<file path="config.mk">
export PLATFORM = sky130hd
export DESIGN_NAME = address_unit_flat
export DESIGN_NICKNAME = d
export VERILOG_FILES = /design/src/rtl/address_unit_pkg.sv /design/src/rtl/address_unit_if.sv /design/src/rtl/address_unit_program_counter.sv /design/src/rtl/address_unit.sv /design/src/flat_wrapper.sv
export SDC_FILE = /design/constraint.sdc
export NUM_CORES = 1
export LEC_CHECK = 0
export CORE_ASPECT_RATIO = 0.9
export CORE_MARGIN = 1
export CORE_UTILIZATION = 40
export CTS_BUF_LIST = sky130_fd_sc_hd__clkbuf_8
export DETAILED_ROUTE_END_ITERATION = 7
export PLACE_DENSITY = 0.83
export SLEW_MARGIN = 20
export SYNTH_ARGS = -nofsm -noshare
export SYNTH_HDL_FRONTEND = slang
export SYNTH_SLANG_ARGS = --single-unit
</file>
<file path="constraint.sdc">
create_clock -name clk -period 1.77 [get_ports clk]
set_input_delay 0.354 -clock clk [delete_from_list [all_inputs] [get_ports clk]]
set_output_delay 0.354 -clock clk [all_outputs]
set_load 0.02 [all_outputs]
</file>
<file path="src/rtl/address_unit_pkg.sv">
// Shared definitions for the address unit: address-source encodings,
// reset-vector locations, the NOP opcode, bus widths and state encodings.
// Configuration macro: ADDRESS_UNIT_RESET_VECTOR_EN selects whether the
// startup vector-fetch states exist.
package address_unit_pkg;

  localparam int ADDR_W = 16;
  localparam int DATA_W = 8;

  // Where the external address bus is sourced from this cycle
  typedef enum logic [1:0] {
    ADDR_SEL_PC   = 2'd0,
    ADDR_SEL_MEM  = 2'd1,
    ADDR_SEL_ZP   = 2'd2,
    ADDR_SEL_HOLD = 2'd3
  } addrSel_t;

  localparam logic [ADDR_W-1:0] RESET_VECTOR_LO = 16'hFFFC;
  localparam logic [ADDR_W-1:0] RESET_VECTOR_HI = 16'hFFFD;
  localparam logic [DATA_W-1:0] OPCODE_NOP      = 8'hEA;

`ifdef ADDRESS_UNIT_RESET_VECTOR_EN
  typedef enum logic [1:0] {
    ST_RESET_LO = 2'd0,
    ST_RESET_HI = 2'd1,
    ST_RUN      = 2'd2
  } state_t;
  localparam state_t START_STATE = ST_RESET_LO;
`else
  typedef enum logic [1:0] {
    ST_RUN = 2'd2
  } state_t;
  localparam state_t START_STATE = ST_RUN;
`endif

endpackage

</file>
<file path="src/rtl/address_unit_if.sv">
// Decode/bus-side signal bundle of the address unit. The master modport is
// the instruction-decode / bus side; the slave modport is the address unit.
interface address_unit_if;
  import address_unit_pkg::*;

  logic                clk_enable;
  logic                pc_enable;
  logic [1:0]          address_select;
  logic [ADDR_W-1:0]   memory_address;
  logic [DATA_W-1:0]   alu_result;
  logic                rw;
  logic [DATA_W-1:0]   data_in;
  logic [ADDR_W-1:0]   address;
  logic                rw_out;
  logic [DATA_W-1:0]   instruction;
  logic [ADDR_W-1:0]   pc;
  logic                ready;

  modport master (
    output clk_enable, pc_enable, address_select, memory_address,
           alu_result, rw, data_in,
    input  address, rw_out, instruction, pc, ready
  );

  modport slave (
    input  clk_enable, pc_enable, address_select, memory_address,
           alu_result, rw, data_in,
    output address, rw_out, instruction, pc, ready
  );
endinterface

</file>
<file path="src/rtl/address_unit_program_counter.sv">
// Program counter: byte-wise loads for the startup vector fetch, plus a
// free-running 16-bit increment that wraps FFFF -> 0000.
module program_counter
  import address_unit_pkg::*;
(
  input  logic              clk,
  input  logic              rst_n,
  input  logic              i_enable,
  input  logic              i_loadLo,
  input  logic              i_loadHi,
  input  logic              i_increment,
  input  logic [DATA_W-1:0] i_data,
  output logic [ADDR_W-1:0] o_pc
);

  logic [ADDR_W-1:0] r_pc;

  // Loads take priority over increment; nothing moves on a disabled cycle
  always_ff @(posedge clk or negedge rst_n) begin
    if (!rst_n) begin
      r_pc <= '0;
    end else if (i_enable) begin
      if (i_loadLo) begin
        r_pc[7:0] <= i_data;
      end else if (i_loadHi) begin
        r_pc[15:8] <= i_data;
      end else if (i_increment) begin
        r_pc <= r_pc + 16'd1;
      end
    end
  end

  assign o_pc = r_pc;

endmodule

</file>
<file path="src/rtl/address_unit.sv">
// Address unit top: address-bus mux, startup state machine, instruction
// latch and read/write strobe; the PC lives in program_counter.
// Configuration macro: ADDRESS_UNIT_RESET_VECTOR_EN. When defined the unit
// fetches the start PC from FFFC/FFFD after reset; otherwise it starts in
// RUN with PC = 0000.
module address_unit
  import address_unit_pkg::*;
(
  input  logic          clk,
  input  logic          rst_n,
  address_unit_if.slave bus
);

  state_t            r_state;
  state_t            w_stateNext;
  logic [ADDR_W-1:0] r_addrQ;
  logic [DATA_W-1:0] r_instruction;
  logic [ADDR_W-1:0] w_address;
  logic [ADDR_W-1:0] w_pc;
  logic              w_loadLo;
  logic              w_loadHi;
  logic              w_increment;
  logic              w_capture;
  logic              w_rwOut;
  logic              w_ready;

  program_counter u_pc (
    .clk         (clk),
    .rst_n       (rst_n),
    .i_enable    (bus.clk_enable),
    .i_loadLo    (w_loadLo),
    .i_loadHi    (w_loadHi),
    .i_increment (w_increment),
    .i_data      (bus.data_in),
    .o_pc        (w_pc)
  );

  // State register; reset always returns to the startup state
  always_ff @(posedge clk or negedge rst_n) begin
    if (!rst_n) begin
      r_state <= START_STATE;
    end else if (bus.clk_enable) begin
      r_state <= w_stateNext;
    end
  end

  // Next state plus every per-state control; decode inputs only matter in RUN
  always_comb begin
    w_stateNext = r_state;
    w_address   = r_addrQ;
    w_loadLo    = 1'b0;
    w_loadHi    = 1'b0;
    w_increment = 1'b0;
    w_capture   = 1'b0;
    w_rwOut     = 1'b1;
    w_ready     = 1'b0;
    case (r_state)
`ifdef ADDRESS_UNIT_RESET_VECTOR_EN
      ST_RESET_LO: begin
        w_address   = RESET_VECTOR_LO;
        w_loadLo    = 1'b1;
        w_stateNext = ST_RESET_HI;
      end
      ST_RESET_HI: begin
        w_address   = RESET_VECTOR_HI;
        w_loadHi    = 1'b1;
        w_stateNext = ST_RUN;
      end
`endif
      ST_RUN: begin
        w_increment = bus.pc_enable;
        w_capture   = bus.rw;
        w_rwOut     = bus.rw;
        w_ready     = 1'b1;
        case (addrSel_t'(bus.address_select))
          ADDR_SEL_PC:   w_address = w_pc;
          ADDR_SEL_MEM:  w_address = bus.memory_address;
          ADDR_SEL_ZP:   w_address = {8'h00, bus.alu_result};
          ADDR_SEL_HOLD: w_address = r_addrQ;
          default:       w_address = r_addrQ;
        endcase
      end
      default: begin
        w_stateNext = START_STATE;
      end
    endcase
  end

  // Remember whatever address was driven so HOLD can repeat it
  always_ff @(posedge clk or negedge rst_n) begin
    if (!rst_n) begin
      r_addrQ <= '0;
    end else if (bus.clk_enable) begin
      r_addrQ <= w_address;
    end
  end

  // Latch the bus byte for decode on enabled read cycles in RUN
  always_ff @(posedge clk or negedge rst_n) begin
    if (!rst_n) begin
      r_instruction <= OPCODE_NOP;
    end else if (bus.clk_enable && w_capture) begin
      r_instruction <= bus.data_in;
    end
  end

  assign bus.address     = w_address;
  assign bus.rw_out      = w_rwOut;
  assign bus.instruction = r_instruction;
  assign bus.pc          = w_pc;
  assign bus.ready       = w_ready;

endmodule

</file>
<file path="src/flat_wrapper.sv">
// flat-port wrapper written by rule: the top's interface ports become plain ports
module address_unit_flat import address_unit_pkg::*;
  (clk, rst_n, bus_clk_enable, bus_pc_enable, bus_address_select, bus_memory_address, bus_alu_result, bus_rw, bus_data_in, bus_address, bus_rw_out, bus_instruction, bus_pc, bus_ready);
  address_unit_if bus_i ();
  input  logic clk;
  input  logic rst_n;
  input wire logic [$bits(bus_i.clk_enable)-1:0] bus_clk_enable;
  input wire logic [$bits(bus_i.pc_enable)-1:0] bus_pc_enable;
  input wire logic [$bits(bus_i.address_select)-1:0] bus_address_select;
  input wire logic [$bits(bus_i.memory_address)-1:0] bus_memory_address;
  input wire logic [$bits(bus_i.alu_result)-1:0] bus_alu_result;
  input wire logic [$bits(bus_i.rw)-1:0] bus_rw;
  input wire logic [$bits(bus_i.data_in)-1:0] bus_data_in;
  output wire logic [$bits(bus_i.address)-1:0] bus_address;
  output wire logic [$bits(bus_i.rw_out)-1:0] bus_rw_out;
  output wire logic [$bits(bus_i.instruction)-1:0] bus_instruction;
  output wire logic [$bits(bus_i.pc)-1:0] bus_pc;
  output wire logic [$bits(bus_i.ready)-1:0] bus_ready;
  assign bus_i.clk_enable = bus_clk_enable;
  assign bus_i.pc_enable = bus_pc_enable;
  assign bus_i.address_select = bus_address_select;
  assign bus_i.memory_address = bus_memory_address;
  assign bus_i.alu_result = bus_alu_result;
  assign bus_i.rw = bus_rw;
  assign bus_i.data_in = bus_data_in;
  assign bus_address = bus_i.address;
  assign bus_rw_out = bus_i.rw_out;
  assign bus_instruction = bus_i.instruction;
  assign bus_pc = bus_i.pc;
  assign bus_ready = bus_i.ready;
  address_unit u_core (.clk(clk), .rst_n(rst_n), .bus(bus_i));
endmodule
</file>
Yosys cells after proc, flatten, opt, wreduce, memory -nomap -nowiden
Cells that the tools add are included.
{"block": "totals", "reg_bits": 40, "inputBits": 39}
{"block": "op_classes", "reduce_logical": 3, "n_addsub": 1, "muxes": 1, "eq_ne": 3}
{"operator": "$pmux 16 s4", "count": 1}
{"operator": "$add 16x1->16 const B", "count": 1}
{"operator": "$eq 2x2->1 const B", "count": 2}
{"operator": "$eq 2x1->1 const B", "count": 1}
{"operator": "$logic_not 2->1", "count": 1}
{"operator": "$reduce_and 2->1", "count": 1}
{"operator": "$logic_and 1x1->1", "count": 1}

Longest topological paths before layout
{"block": "logic_depth", "ltp_word": 2, "depth_mapped": 6, "ltp_nobuf": 5}

Modules after synthesis
From an unflattened synthesis, not the netlist that was laid out.
{"block": "hier_totals", "cells_unflattened": 264, "hier_area_um2": 2648.8}
{"module": "address_unit", "area_each_um2": 1521.5, "cells_each": 137, "seq_area_each_um2": 606.8, "instances": 1}
{"module": "program_counter", "area_each_um2": 1127.3, "cells_each": 127, "seq_area_each_um2": 400.4, "instances": 1}

Worst setup path after synthesis
OpenSTA, ideal clock, no wires.
{"block": "synth_timing", "kind": "in2out", "startpoint": "in bus_address_select[0]", "endpoint": "out bus_address[8]", "path_slack_ns": 0.073, "path_buffers": 2, "arrival_ns": 1.343, "path_stages": 4, "path_cell_list": "buf_4 -> buf_4 -> mux2i_1 -> o21ai_0"}
{"block": "synth_between", "elab_chain_len": 2, "word_cells_on_any_way": 5}
{"item": "start: declaration", "line_no": "flat_wrapper.sv:9", "source": "input wire logic [$bits(bus_i.address_select)-1:0] bus_address_select;"}
{"item": "$eq 2x2->1 (tied with other cells)", "line_no": "address_unit.sv:75", "source": "case (addrSel_t'(bus.address_select))"}
{"item": "$pmux 16 s4 (*)", "line_no": "address_unit.sv:75"}
{"item": "end: declaration", "line_no": "flat_wrapper.sv:14", "source": "output wire logic [$bits(bus_i.address)-1:0] bus_address;"}
Every way passes the cells marked *; elsewhere a longest branch is shown, timed or not.

Worst setup path in the final report
{"block": "layout_timing", "startpoint": "in bus_memory_address[0]", "endpoint": "out bus_address[0]"}
{"block": "layout_between", "elab_chain_len": 1}
{"item": "start: declaration", "line_no": "flat_wrapper.sv:10", "source": "input wire logic [$bits(bus_i.memory_address)-1:0] bus_memory_address;"}
{"item": "$pmux 16 s4", "line_no": "address_unit.sv:75"}
Every way passes these cells.

==> impl_metrics.env <==
export IMPL_final_critical_path_setup_slack_ns=0.0167
export IMPL_grt_overflow=0
export IMPL_period_minus_slack_ns=1.75
export IMPL_final_setup_tns_ns=0
export IMPL_cts_tree="done"
export IMPL_globalRouteTotalUtil_pct=21.4
export IMPL_max_freq_mhz=570
export IMPL_detailroute_via_count=1645
export IMPL_timing_worst_setup_path_type="in -> out"
export IMPL_die_width_um=76.2
export IMPL_routabilityCongestion=0.816
export IMPL_worst_r2r_cell_count=7
export IMPL_postSynthCellCount=153
export IMPL_worstPathArrival_ns=1.40
export IMPL_via_count_of_the_first_global_routing_pass=1720
export IMPL_power_density_cell_area_mw_per_mm2=1020
export IMPL_timing_max_transition_violations_final=0
export IMPL_finalNetCount=307
export IMPL_yosysSeqAreaShare_pct=50.8
export IMPL_post_cts_hold_buffers=0
export IMPL_critical_path_max_fanout=2
export IMPL_tritoncts_num_buffers=5
export IMPL_ios=81
export IMPL_grt_pass1_wl_mm=8.27
export IMPL_status="completed"
export IMPL_yosys_area_share_adder_pct=0.631
export IMPL_via_per_instance_ratio=4.98
export IMPL_post_place_cells=318
export IMPL_clkTransAtPathRegs_ns=0.08
export IMPL_detail_route_antenna_nets=0
export IMPL_r2r_slack_ns=0.24
export IMPL_worst_skew_pair_late_latency_ns=0.30
export IMPL_peakVddDrop_mv=0.608
export IMPL_synth_compound_gate_area_share_pct=2.02
export IMPL_post_syn_area_mm2=0.00198
export IMPL_core_rowCount=23
export IMPL_hold_viol=0
export IMPL_die_area_mm2=0.00525
export IMPL_wl_per_cell_um=15.5
export IMPL_regToRegEndpoint="u_core.u_pc.o_pc[14]"
export IMPL_postSynthAreaPerCell_um2=13.0
export IMPL_cts_htree_levels=2
export IMPL_clock_skew_final_ns=0.00627
export IMPL_synth_cell_type_count=26
export IMPL_main_combinational_cell_family_by_area_after_synthesis="multiplexers"
export IMPL_synth_xor_area_share_pct=6.62
export IMPL_detailroute_wirelength_met3_um=430
export IMPL_worstSetupEndpointType="output port"
export IMPL_cp_endpoint="bus_address[0]"
export IMPL_clkSinkCount=40
export IMPL_totalWireLength_mm=5.13
export IMPL_grt_start_max_net_pins=24
export IMPL_yosysWarnings=0
export IMPL_drt_pass1_iterations=4
export IMPL_final_report_setup_violation_count=0
export IMPL_layout_cells_most_common="sky130_fd_sc_hd__clkdlybuf4s50_1"
export IMPL_synth_fp_nets=193
export IMPL_synth_area_mux_share_pct=27.3
export IMPL_port_buffers=79
export IMPL_timing_critical_path_from_type="input pin"
export IMPL_growth_of_design_area_from_synthesis_to_finish_pct=63.6
export IMPL_clk_root_buffer_cell="sky130_fd_sc_hd__clkbuf_8"
export IMPL_dr_first_iter_drc_count=103
export IMPL_m1WireLength_mm=2.11
export IMPL_drive_gt1_share_pct=39.9
export IMPL_starting_density_of_the_core_pct=43.1
export IMPL_design_core_area_mm2=0.00460
export IMPL_ys_ff_latch=40
export IMPL_number_of_diodes=0
export IMPL_final_instance_count_excl_fill=330
export IMPL_die_y_um=68.8
export IMPL_critPathLaunch="bus_memory_address[0]"
export IMPL_post_synth_and_or_nand_nor_area_fraction_pct=9.65
export IMPL_maxCapViolations=0
export IMPL_place_hpwl_mm=3.76
export IMPL_post_place_ws_ns=-0.804
export IMPL_most_common_layout_cells="sky130_fd_sc_hd__clkdlybuf4s50_1, sky130_fd_sc_hd__dfrtp_1, sky130_fd_sc_hd__buf_4"
export IMPL_regToRegStartpoint="u_core.u_pc.o_pc[0]"
export IMPL_highest_layer="met4"
export IMPL_detailroute_wirelength_met2_mm=2.50
export IMPL_cts_buffer_depth=2
export IMPL_fin_crit_sh_pct=99.1
export IMPL_drt_drc_violations_left=0
export IMPL_static_leakage_power_nw=1.66
export IMPL_worst_ep_required_time_ns=1.42
export IMPL_antenna_violations_before_repair=0
export IMPL_hp_class="in -> async"
-- cell usage after synthesis --
| cell type | instances | area share (%) |
|---|---|---|
| sky130_fd_sc_hd__o21ai_0 | 8 | 2.0 |
| sky130_fd_sc_hd__nor2_2 | 1 | 0.32 |
| sky130_fd_sc_hd__buf_2 | 3 | 0.76 |
| sky130_fd_sc_hd__nor2_1 | 5 | 0.95 |
| sky130_fd_sc_hd__mux2i_1 | 8 | 4.0 |
| sky130_fd_sc_hd__dfrtp_1 | 35 | 44 |
| sky130_fd_sc_hd__nand4_1 | 2 | 0.63 |
| sky130_fd_sc_hd__and3_1 | 2 | 0.63 |
| sky130_fd_sc_hd__conb_1 | 1 | 0.19 |
| sky130_fd_sc_hd__inv_1 | 1 | 0.19 |
| sky130_fd_sc_hd__clkbuf_1 | 2 | 0.38 |
| sky130_fd_sc_hd__nor3_2 | 1 | 0.50 |
| sky130_fd_sc_hd__dfstp_2 | 5 | 6.6 |
| sky130_fd_sc_hd__buf_4 | 4 | 1.5 |
| sky130_fd_sc_hd__xor2_1 | 6 | 2.6 |
| sky130_fd_sc_hd__nand4_2 | 1 | 0.63 |
| sky130_fd_sc_hd__nor3_1 | 1 | 0.25 |
| sky130_fd_sc_hd__nand3_1 | 7 | 1.8 |
| sky130_fd_sc_hd__ha_1 | 1 | 0.63 |
| sky130_fd_sc_hd__and4_1 | 1 | 0.44 |
| sky130_fd_sc_hd__and2_1 | 1 | 0.32 |
| sky130_fd_sc_hd__xnor2_1 | 9 | 4.0 |
| sky130_fd_sc_hd__mux2_2 | 25 | 14 |
| sky130_fd_sc_hd__or4_4 | 1 | 0.57 |
| sky130_fd_sc_hd__nand2_1 | 14 | 2.6 |
| sky130_fd_sc_hd__mux4_2 | 8 | 9.1 |
-- worst min-delay path by stage --
stage               startpoint                   endpoint  cells past startpoint
floorplan                rst_n  u_core.bus.instruction[0]                      0
global placement         rst_n        u_core.u_pc.o_pc[7]                      1
detailed placement       rst_n         u_core.r_addrQ[10]                      1
CTS                      rst_n          u_core.r_addrQ[6]                      1
global route             rst_n         u_core.r_addrQ[10]                      1
finish                   rst_n         u_core.r_addrQ[10]                      1
-- worst max-delay path, stage by stage --
cell,delay [ns]
sky130_fd_sc_hd__clkdlybuf4s50_1,0.40
sky130_fd_sc_hd__mux4_2,0.49
sky130_fd_sc_hd__buf_6,0.15
-- logic make-up (layout without fill, tap and decap cells) --
| logic type | count (synthesis) | after routing |
|---|---|---|
| XOR/XNOR | 15 | 15 |
| AND/OR/NAND/NOR | 37 | 37 |
| buffers and inverters | 10 | 125 |
| multiplexers | 41 | 41 |
| other | 1 | 1 |
| adder cells (fa/ha/maj) | 1 | 1 |
| flip-flops | 40 | 40 |
| AO/OA/AOI/OAI | 8 | 8 |
-- where the power goes --
part / total, mW / switching, mW / internal [mW] / leakage [nW]
sequential: 1.20 / 0.0954 / 1.10 / 0.498
combinational: 1.28 / 0.601 / 0.679 / 1.10
clock: 0.823 / 0.325 / 0.497 / 0.0645
total: 3.30 / 1.02 / 2.28 / 1.66
-- per-stage QoR --
step                      area, um2  util [%]  hold slack (ns)  power (mW)
final                          3250      70.5          0.00655        3.30
after detailed placement       3080      66.9            0.344        2.50
after floorplan                1980         -           0.0584        1.82
after global placement         3080      66.9            0.343        2.47
after global routing           3250      70.5           0.0484        3.46
after CTS                      3190      69.3           0.0201        3.30
-- what timing repair did --
item	4_1_cts	5_1_grt
cloned	1	0
endpoints found under the hold margin	0	0
setup endpoints to repair	25	15
gates resized for setup	103	21
buffers inserted	2	1
-- area by class of cell --
| class | count | area (um2) |
|---|---|---|
| Clock buffer | 7 | 96.3 |
| Sequential cell | 40 | 1010 |
| Tap cell | 62 | 77.6 |
| Clock inverter | 1 | 30.0 |
| Timing Repair Buffer | 116 | 1110 |
| Fill cell | 352 | 1360 |
| Multi-Input combinational cell | 103 | 923 |
| Inverter | 1 | 3.75 |
-- sequential cells by signal, summed over array words and instances, names as in the netlist --
name / count
u_core.r_addrQ: 16
u_core.u_pc.o_pc: 16
u_core.bus.instruction: 8
-- layer usage --
layer	track usage, %	up-vias
li1	-	773
met2	37.7	67
met5	0	-
met1	24.4	798
met4	9.86	0
met3	6.58	7
Note: power is estimated with default switching activity, not from simulation.
